===== src/rtl/wb_arbiter.sv =====
// Two-requester Wishbone arbiter with alternating priority on contention.
// Optional stall timeout is enabled with the WB_ARBITER_TIMEOUT_EN macro.
module wb_arbiter #(
  parameter int ADDR_WIDTH = 16,
  parameter int DATA_WIDTH = 16,
  parameter int TIMEOUT    = 255
) (
  input  logic                  clk,
  input  logic                  rst,
  input  logic                  s0_cyc,
  input  logic                  s0_stb,
  input  logic                  s0_we,
  input  logic [ADDR_WIDTH-1:0] s0_addr,
  input  logic [DATA_WIDTH-1:0] s0_data_write,
  output logic                  s0_ack,
  output logic                  s0_err,
  output logic [DATA_WIDTH-1:0] s0_data_read,
  input  logic                  s1_cyc,
  input  logic                  s1_stb,
  input  logic                  s1_we,
  input  logic [ADDR_WIDTH-1:0] s1_addr,
  input  logic [DATA_WIDTH-1:0] s1_data_write,
  output logic                  s1_ack,
  output logic                  s1_err,
  output logic [DATA_WIDTH-1:0] s1_data_read,
  output logic                  m_cyc,
  output logic                  m_stb,
  output logic                  m_we,
  output logic [ADDR_WIDTH-1:0] m_addr,
  output logic [DATA_WIDTH-1:0] m_data_write,
  input  logic                  m_ack,
  input  logic                  m_err,
  input  logic [DATA_WIDTH-1:0] m_data_read
);

  typedef enum logic [1:0] {IDLE, GNT0, GNT1} state_t;

  localparam logic [7:0] TMO_LAST = 8'(TIMEOUT - 1);

  state_t state_q;
  logic   lg_q;
  logic   gnt0, gnt1;
  logic   stb_raw;
  logic   stb_block;
  logic   tmo_hit;

  // lg_q starts at 1 so requester 0 wins the first tie.
  always_ff @(posedge clk or posedge rst) begin
    if (rst) begin
      state_q <= IDLE;
      lg_q    <= 1'b1;
    end else begin
      case (state_q)
        IDLE: begin
          if (s0_cyc && (!s1_cyc || lg_q)) begin
            state_q <= GNT0;
            lg_q    <= 1'b0;
          end else if (s1_cyc) begin
            state_q <= GNT1;
            lg_q    <= 1'b1;
          end
        end
        GNT0:    if (!s0_cyc) state_q <= IDLE;
        GNT1:    if (!s1_cyc) state_q <= IDLE;
        default: state_q <= IDLE;
      endcase
    end
  end

  assign gnt0 = (state_q == GNT0);
  assign gnt1 = (state_q == GNT1);

  always_comb begin
    m_cyc        = 1'b0;
    stb_raw      = 1'b0;
    m_we         = 1'b0;
    m_addr       = '0;
    m_data_write = '0;
    if (gnt0) begin
      m_cyc        = s0_cyc;
      stb_raw      = s0_stb;
      m_we         = s0_we;
      m_addr       = s0_addr;
      m_data_write = s0_data_write;
    end else if (gnt1) begin
      m_cyc        = s1_cyc;
      stb_raw      = s1_stb;
      m_we         = s1_we;
      m_addr       = s1_addr;
      m_data_write = s1_data_write;
    end
  end

  assign m_stb = stb_raw & ~stb_block;

  // Terminations only reach the owner; in IDLE both gates are closed.
  assign s0_ack       = gnt0 & m_ack;
  assign s0_err       = gnt0 & (m_err | tmo_hit);
  assign s1_ack       = gnt1 & m_ack;
  assign s1_err       = gnt1 & (m_err | tmo_hit);
  assign s0_data_read = m_data_read;
  assign s1_data_read = m_data_read;

`ifdef WB_ARBITER_TIMEOUT_EN
  logic [7:0] cnt_q, cnt_d;
  logic       block_q;
  logic       stall;

  // The current stalled cycle is the (cnt_q+1)-th, so the limit fires at TIMEOUT-1.
  assign stall   = m_cyc & m_stb & ~m_ack & ~m_err;
  assign tmo_hit = stall && (cnt_q == TMO_LAST);

  always_comb begin
    cnt_d = cnt_q + 8'd1;
    if (!stall || tmo_hit) cnt_d = 8'd0;
  end

  always_ff @(posedge clk or posedge rst) begin
    if (rst) begin
      cnt_q   <= 8'd0;
      block_q <= 1'b0;
    end else begin
      cnt_q   <= cnt_d;
      block_q <= tmo_hit;
    end
  end

  assign stb_block = block_q;
`else
  logic unused_tmo;
  assign unused_tmo = ^TMO_LAST;
  assign tmo_hit    = 1'b0;
  assign stb_block  = 1'b0;
`endif

endmodule


===== config.mk =====
export PLATFORM = sky130hd
export DESIGN_NAME = wb_arbiter
export DESIGN_NICKNAME = d
export VERILOG_FILES = /design/src/rtl/wb_arbiter.sv
export SDC_FILE = /design/constraint.sdc
export NUM_CORES = 1
export LEC_CHECK = 0
export ABC_AREA = 1
export CORE_MARGIN = 2
export CORE_UTILIZATION = 23
export CTS_CLUSTER_SIZE = 8
export DETAILED_ROUTE_END_ITERATION = 12
export PLACE_DENSITY = 0.93
export SYNTH_ARGS = -nofsm -noshare
export SYNTH_HDL_FRONTEND = slang
export SYNTH_SLANG_ARGS = --single-unit

===== constraint.sdc =====
create_clock -name clk -period 1.7 [get_ports clk]
set_input_delay 0.425 -clock clk [delete_from_list [all_inputs] [get_ports clk]]
set_output_delay 0.425 -clock clk [all_outputs]
set_load 0.05 [all_outputs]

==> flow_summary.ini, run 1 <==
[global_routing]
grt_first_pass_wirelength_um = 5820
grtUsageTotal = 0.162
grt_antenna_before_repair = 0
grt_pass1_vias = 1416
grt_overflow = 0
grt_max_degree = 22

[routing]
vias = 1467
routedWlPerCell_um = 13.7
drcViolationCount = 0
wirelength_um = 4360
ant_nets = 0
drtIter0Drc = 19
viasPerCell = 4.60
firstDrtPassIters = 4

[sta]
rsz0062_at_grt = yes
max-slew-margin-rel = 0.883
max_freq_mhz = 564
clock_skew_ps = 2.35
hold_slack_ps = 376
min_period_over_period = 1.04
fin_tns_setup_ps = -1720
worst_pin_slew_ps = 174
hold_viol = 0
layout_setup_ws_ps = -72.9
slew_violations = 0
setup_viol = 37
fin_crit_ps = 1770

[floorplanning]
start_util = 0.239
die_w_um = 68.5
rows = 23
ios = 161
coreArea_um2 = 4000
die-area_um2 = 4690
dieHeight_um = 68.5

[logic_synthesis]
ys_seq_area_frac = 0.0797
ys_ff_latch = 3
avgSynthCellArea_um2 = 5.38
synth_edf_count = 0
synth_top_area_frac = 0.314
ys_top_cells_by_count = 80 x nand2_1, 39 x buf_4, 37 x nand3_1
synth_fp_nets = 268
yosysTopAreaCell = nand2_1
synth_warnings = 0
yosysMostFrequentCell = nand2_1
postSynthCellCount = 178
async_reset_ff_frac = 1.00
synth_area_leaders = nand2_1 31%, buf_4 31%, nand3_1 19%, dfrtp_1 5.2%, buf_6 3.5%
synth_cell_types = 11
syn_area_um2 = 957
synthFlopType = dfrtp_1

[place]
numPortBuffers = 112
place_hpwl_um = 3090
dpl_cell_area_um2 = 2300
gp_congestion = 0.760

[layout]
syn_to_final_growth_pct = 187
n_antenna_cell = 0
final_cell_area_um2 = 2750
fillCellCount = 295
final_util = 0.686
layout-drive-gt1-share = 0.491
final_nets = 360

[status]
status = finished, violations left
failed_checks = setup timing

[worst_setup_path]
critPathBufInv = 4
reg2reg_to = state_q[1]
worstPathCellList = inv_2 > nor2_4 > buf_6 > clkbuf_16 > nand2_4 > nand2_4 > buf_12
crit_arrival_ps = 1350
rrSetupSlack_ps = 570
r2r_cells = 6
max_stage_delay_ps = 360
critPathKind = reg -> out
worstPathRequired_ps = 1270
cpMaxStageDelayCell = dfrtp_1
timing.rr.start = state_q[0]
crit_path_end_kind = output pin
path_delay_family = buffers and inverters
crit_path_frequent_cell = nand2_4
critPathLaunchType = flip-flop
critPathMaxFanout = 5

[worst_hold_path]
hold_path.class = in -> async

[pwr]
p_leak_nw = 1.26
max-vdd-ir-drop_v = 0.000945
power_density_nw_per_um2 = 2000

[cts]
path_clk_slew_ps = 30
clock-sinks = 3
clkLatencyLatePin_ps = 220
cts_made_buffers = 3
cts_max_path_buffers = 2
hold_buffers = 0
cts_root_buf = clkbuf_8
htree_num_levels = 1
cts_tree = built

[job]
max_cap_viol_count = 0
-- worst register-to-register path, cell delays in order (launching register included) --
cell,delay (ps)
dfrtp_1,390
inv_2,120
buf_4,230
nand2_1,70
nor2_1,100
nand2_1,80
nand2_1,70
-- how the worst max path moves through the flow --
stage                     slack (ps)       start  depth (start not counted)              end
after floorplan                  -30  state_q[1]                          3           s0_ack
final                            -70  state_q[0]                          7  m_data_write[1]
after global placement             9       m_err                          4           s1_err
after CTS                       -110  state_q[0]                          6        m_addr[9]
after detailed placement         -50       m_ack                          4           s1_ack
after global routing            -130  state_q[0]                          5       m_addr[10]
-- what timing repair did --
action | CTS | global route
resized for setup | 52 | 40
pin swaps | 1 | 1
setup endpoints to repair | 39 | 39
cloned | 1 | 2
buffers inserted | 4 | 3
-- layer usage --
metal	track usage	vias to the layer above	wire, um
met2	0.338	89	2620
li1	-	706	-
met5	0	-	0
met4	0.0600	0	50
met1	0.149	658	1370
met3	0.0341	14	325
-- registers in the layout, indices dropped and copies added (netlist names) --
register	flops
state_q	2
lg_q	1
-- cell type report --
type | instances | area [um^2] | area share
inverters | 7 | 26.3 | 0.00957
flip-flops and latches | 3 | 77.6 | 0.0283
well taps | 50 | 62.6 | 0.0228
clock buffers | 4 | 45.0 | 0.0164
multi-input cells | 125 | 776 | 0.283
repair buffers | 130 | 1760 | 0.640
-- cells by family after synthesis --
kind of cell           share of synthesized area
buffers and inverters                      0.374
DFF                                       0.0797
and+or+nand+nor                            0.546
-- through the flow --
stage,cells,total power [mW],setup slack (ps)
floorplan,178,2.62,-31.4
global placement,306,4.54,9.35
detailed placement,306,4.60,-53.2
CTS,315,5.17,-110
global route,319,5.72,-132
finish,319,5.48,-72.9
-- layout by cell type (no fill, tap or decap), types with 2 or more instances in the layout --
cell type / count
buf_12: 42
buf_4: 8
buf_6: 3
clkbuf_16: 2
clkbuf_8: 3
clkdlybuf4s50_1: 73
inv_1: 5
inv_2: 2
nand2_1: 17
nand2_2: 48
nand2_4: 15
nand3_1: 37
nor2_1: 3
nor2_2: 2
nor2_4: 3
-- report_power, final --
group	switching, mW	total (mW)	internal, mW
Sequential	0.0309	0.149	0.118
Clock	0.0474	0.207	0.160
Combinational	2.75	5.13	2.38
Power figures use the tool's default switching activity.
==> inputs of run 2 (changes only) <==
- PLACE_DENSITY: 0.93 -> 0.95
- clock period: 1.7 -> 2.2 ns (I/O delays scaled with it)
==> run 2 against run 1 <==
Effect of this change: the flow now finishes without violations; power down 35%; combinational power down 35%; clock-buffer cell count unchanged; register-to-register slack better by 550 ps; sequential power down 26%; utilization down 11 points; sequential share of layout area up 0.51 points; critical path type unchanged; largest cell class unchanged.
==> flow_summary.ini, run 2 (synthesized netlist as in run 1, its figures left out) <==
[pwr]
p_total_mw = 3.58
pwr-share-clk = 0.044
p_leak_nw = 1.08
power_frac_comb = 0.926
p_int_mw = 1.67
power_switching_mw = 1.92
p_sw_frac = 0.535
p_seq_frac = 0.031
power_density_nw_per_um2 = 1560
max-vdd-ir-drop_v = 0.000781

[routing]
firstDrtPassIters = 4
ant_nets = 0
viasPerCell = 4.45
vias = 1366
routedWlPerCell_um = 12.2
drcViolationCount = 0
drtIter0Drc = 35
wirelength_um = 3750

[cts]
clock-sinks = 3
htree_num_levels = 1
hold_buffers = 0
cts_made_buffers = 3
cts_tree = built
cts_setup_buffers = 0
cts_max_path_buffers = 2
path_clk_slew_ps = 30
cts_root_buf = clkbuf_8
cts-resized-gates = 0
clkLatencyLatePin_ps = 210

[worst_setup_path]
r2r_cells = 6
critPathKind = reg -> out
critPathLaunchType = flip-flop
crit_arrival_ps = 1480
worstPathCellList = nor2_4 > buf_4 > nand2_1 > nand2_1 > buf_12
reg2reg_to = state_q[1]
timing.rr.start = state_q[0]
crit_path_end_kind = output pin
rrSetupSlack_ps = 1120
critPathMaxFanout = 16
worstPathRequired_ps = 1650
max_stage_delay_ps = 410
cpMaxStageDelayCell = dfrtp_1
startpoint = state_q[1]
crit_path_frequent_cell = nand2_1

[layout]
final_util = 0.572
multi_input_area_um2 = 523
top_register = state_q
final_nets = 348
largest_reg_flops = 2
instances_no_fill = 307
ff_latch_area_um2 = 76.3
fillCellCount = 341
layout-drive-gt1-share = 0.198
syn_to_final_growth_pct = 139
n_antenna_cell = 0
final_cell_mix = 80 x nand2_1, 73 x clkdlybuf4s50_1, 39 x buf_12
layout_commonest_cell = nand2_1
top_regs = state_q x2, lg_q x1
final_cell_area_um2 = 2290

[worst_hold_path]
min_delay_worst_endpoint = lg_q
min_path_cells = 2
hp-start = lg_q
hold_path.class = reg -> reg

[global_routing]
grt_antenna_before_repair = 0
grt_pass1_vias = 1266
grt_max_degree = 25
grt_overflow = 0
grt_first_pass_wirelength_um = 5670
grtUsageTotal = 0.157

[sta]
hold_viol = 0
max-slew-margin-rel = 0.838
min_period_over_period = 0.923
slew_violations = 0
fin_tns_setup_ps = 0
setup_viol = 0
layout_setup_ws_ps = 170
worst_pin_slew_ps = 243
hold_slack_ps = 461
rsz0062_at_grt = no
fin_crit_ps = 2030
clock_skew_ps = 2.33
max_freq_mhz = 493

[floorplanning]
die-area_um2 = 4690
start_util = 0.239
rows = 23
die_w_um = 68.5
ios = 161
coreArea_um2 = 4000
dieHeight_um = 68.5

[status]
status = complete, no violations

[place]
numPortBuffers = 112
dpl_cell_area_um2 = 2240
gp_congestion = 0.745
place_hpwl_um = 3210
place_ws_ps = 184
dp.cells = 303

[job]
max_cap_viol_count = 0
-- run 2: critical path, delay by kind of cell (launching register included) --
family	cells	cell delay, ps
flip-flops	1	410
AND/OR/NAND/NOR	3	450
buffers and inverters	2	400
-- run 2: how the worst max path moves through the flow --
stage	cells past startpoint	endpoint
after global placement	4	m_cyc
after global routing	5	m_data_write[9]
after CTS	5	m_data_write[9]
after floorplan	3	s0_ack
after detailed placement	4	m_cyc
final	5	m_data_write[9]
-- run 2: routing by layer --
layer | track usage | routed length [um]
met5 | 0 | 0
met4 | 0.0250 | 45
met3 | 0.0617 | 464
met2 | 0.309 | 1960
met1 | 0.154 | 1280
-- run 2: cell type report --
| class | count | share of cell area |
|---|---|---|
| Clock buffer | 4 | 0.0197 |
| Tap cell | 50 | 0.0273 |
| Inverter | 7 | 0.0115 |
| Multi-Input combinational cell | 125 | 0.228 |
| Sequential cell | 3 | 0.0333 |
| Timing Repair Buffer | 118 | 0.680 |
-- run 2: power by group through the flow --
stage | Clock [mW] | Sequential [mW] | Combinational (mW)
after floorplan | 0 | 0.108 | 1.91
after global placement | 0 | 0.110 | 3.29
after detailed placement | 0 | 0.112 | 3.33
after CTS | 0.162 | 0.111 | 3.34
after global routing | 0.171 | 0.114 | 3.47
final | 0.157 | 0.110 | 3.32
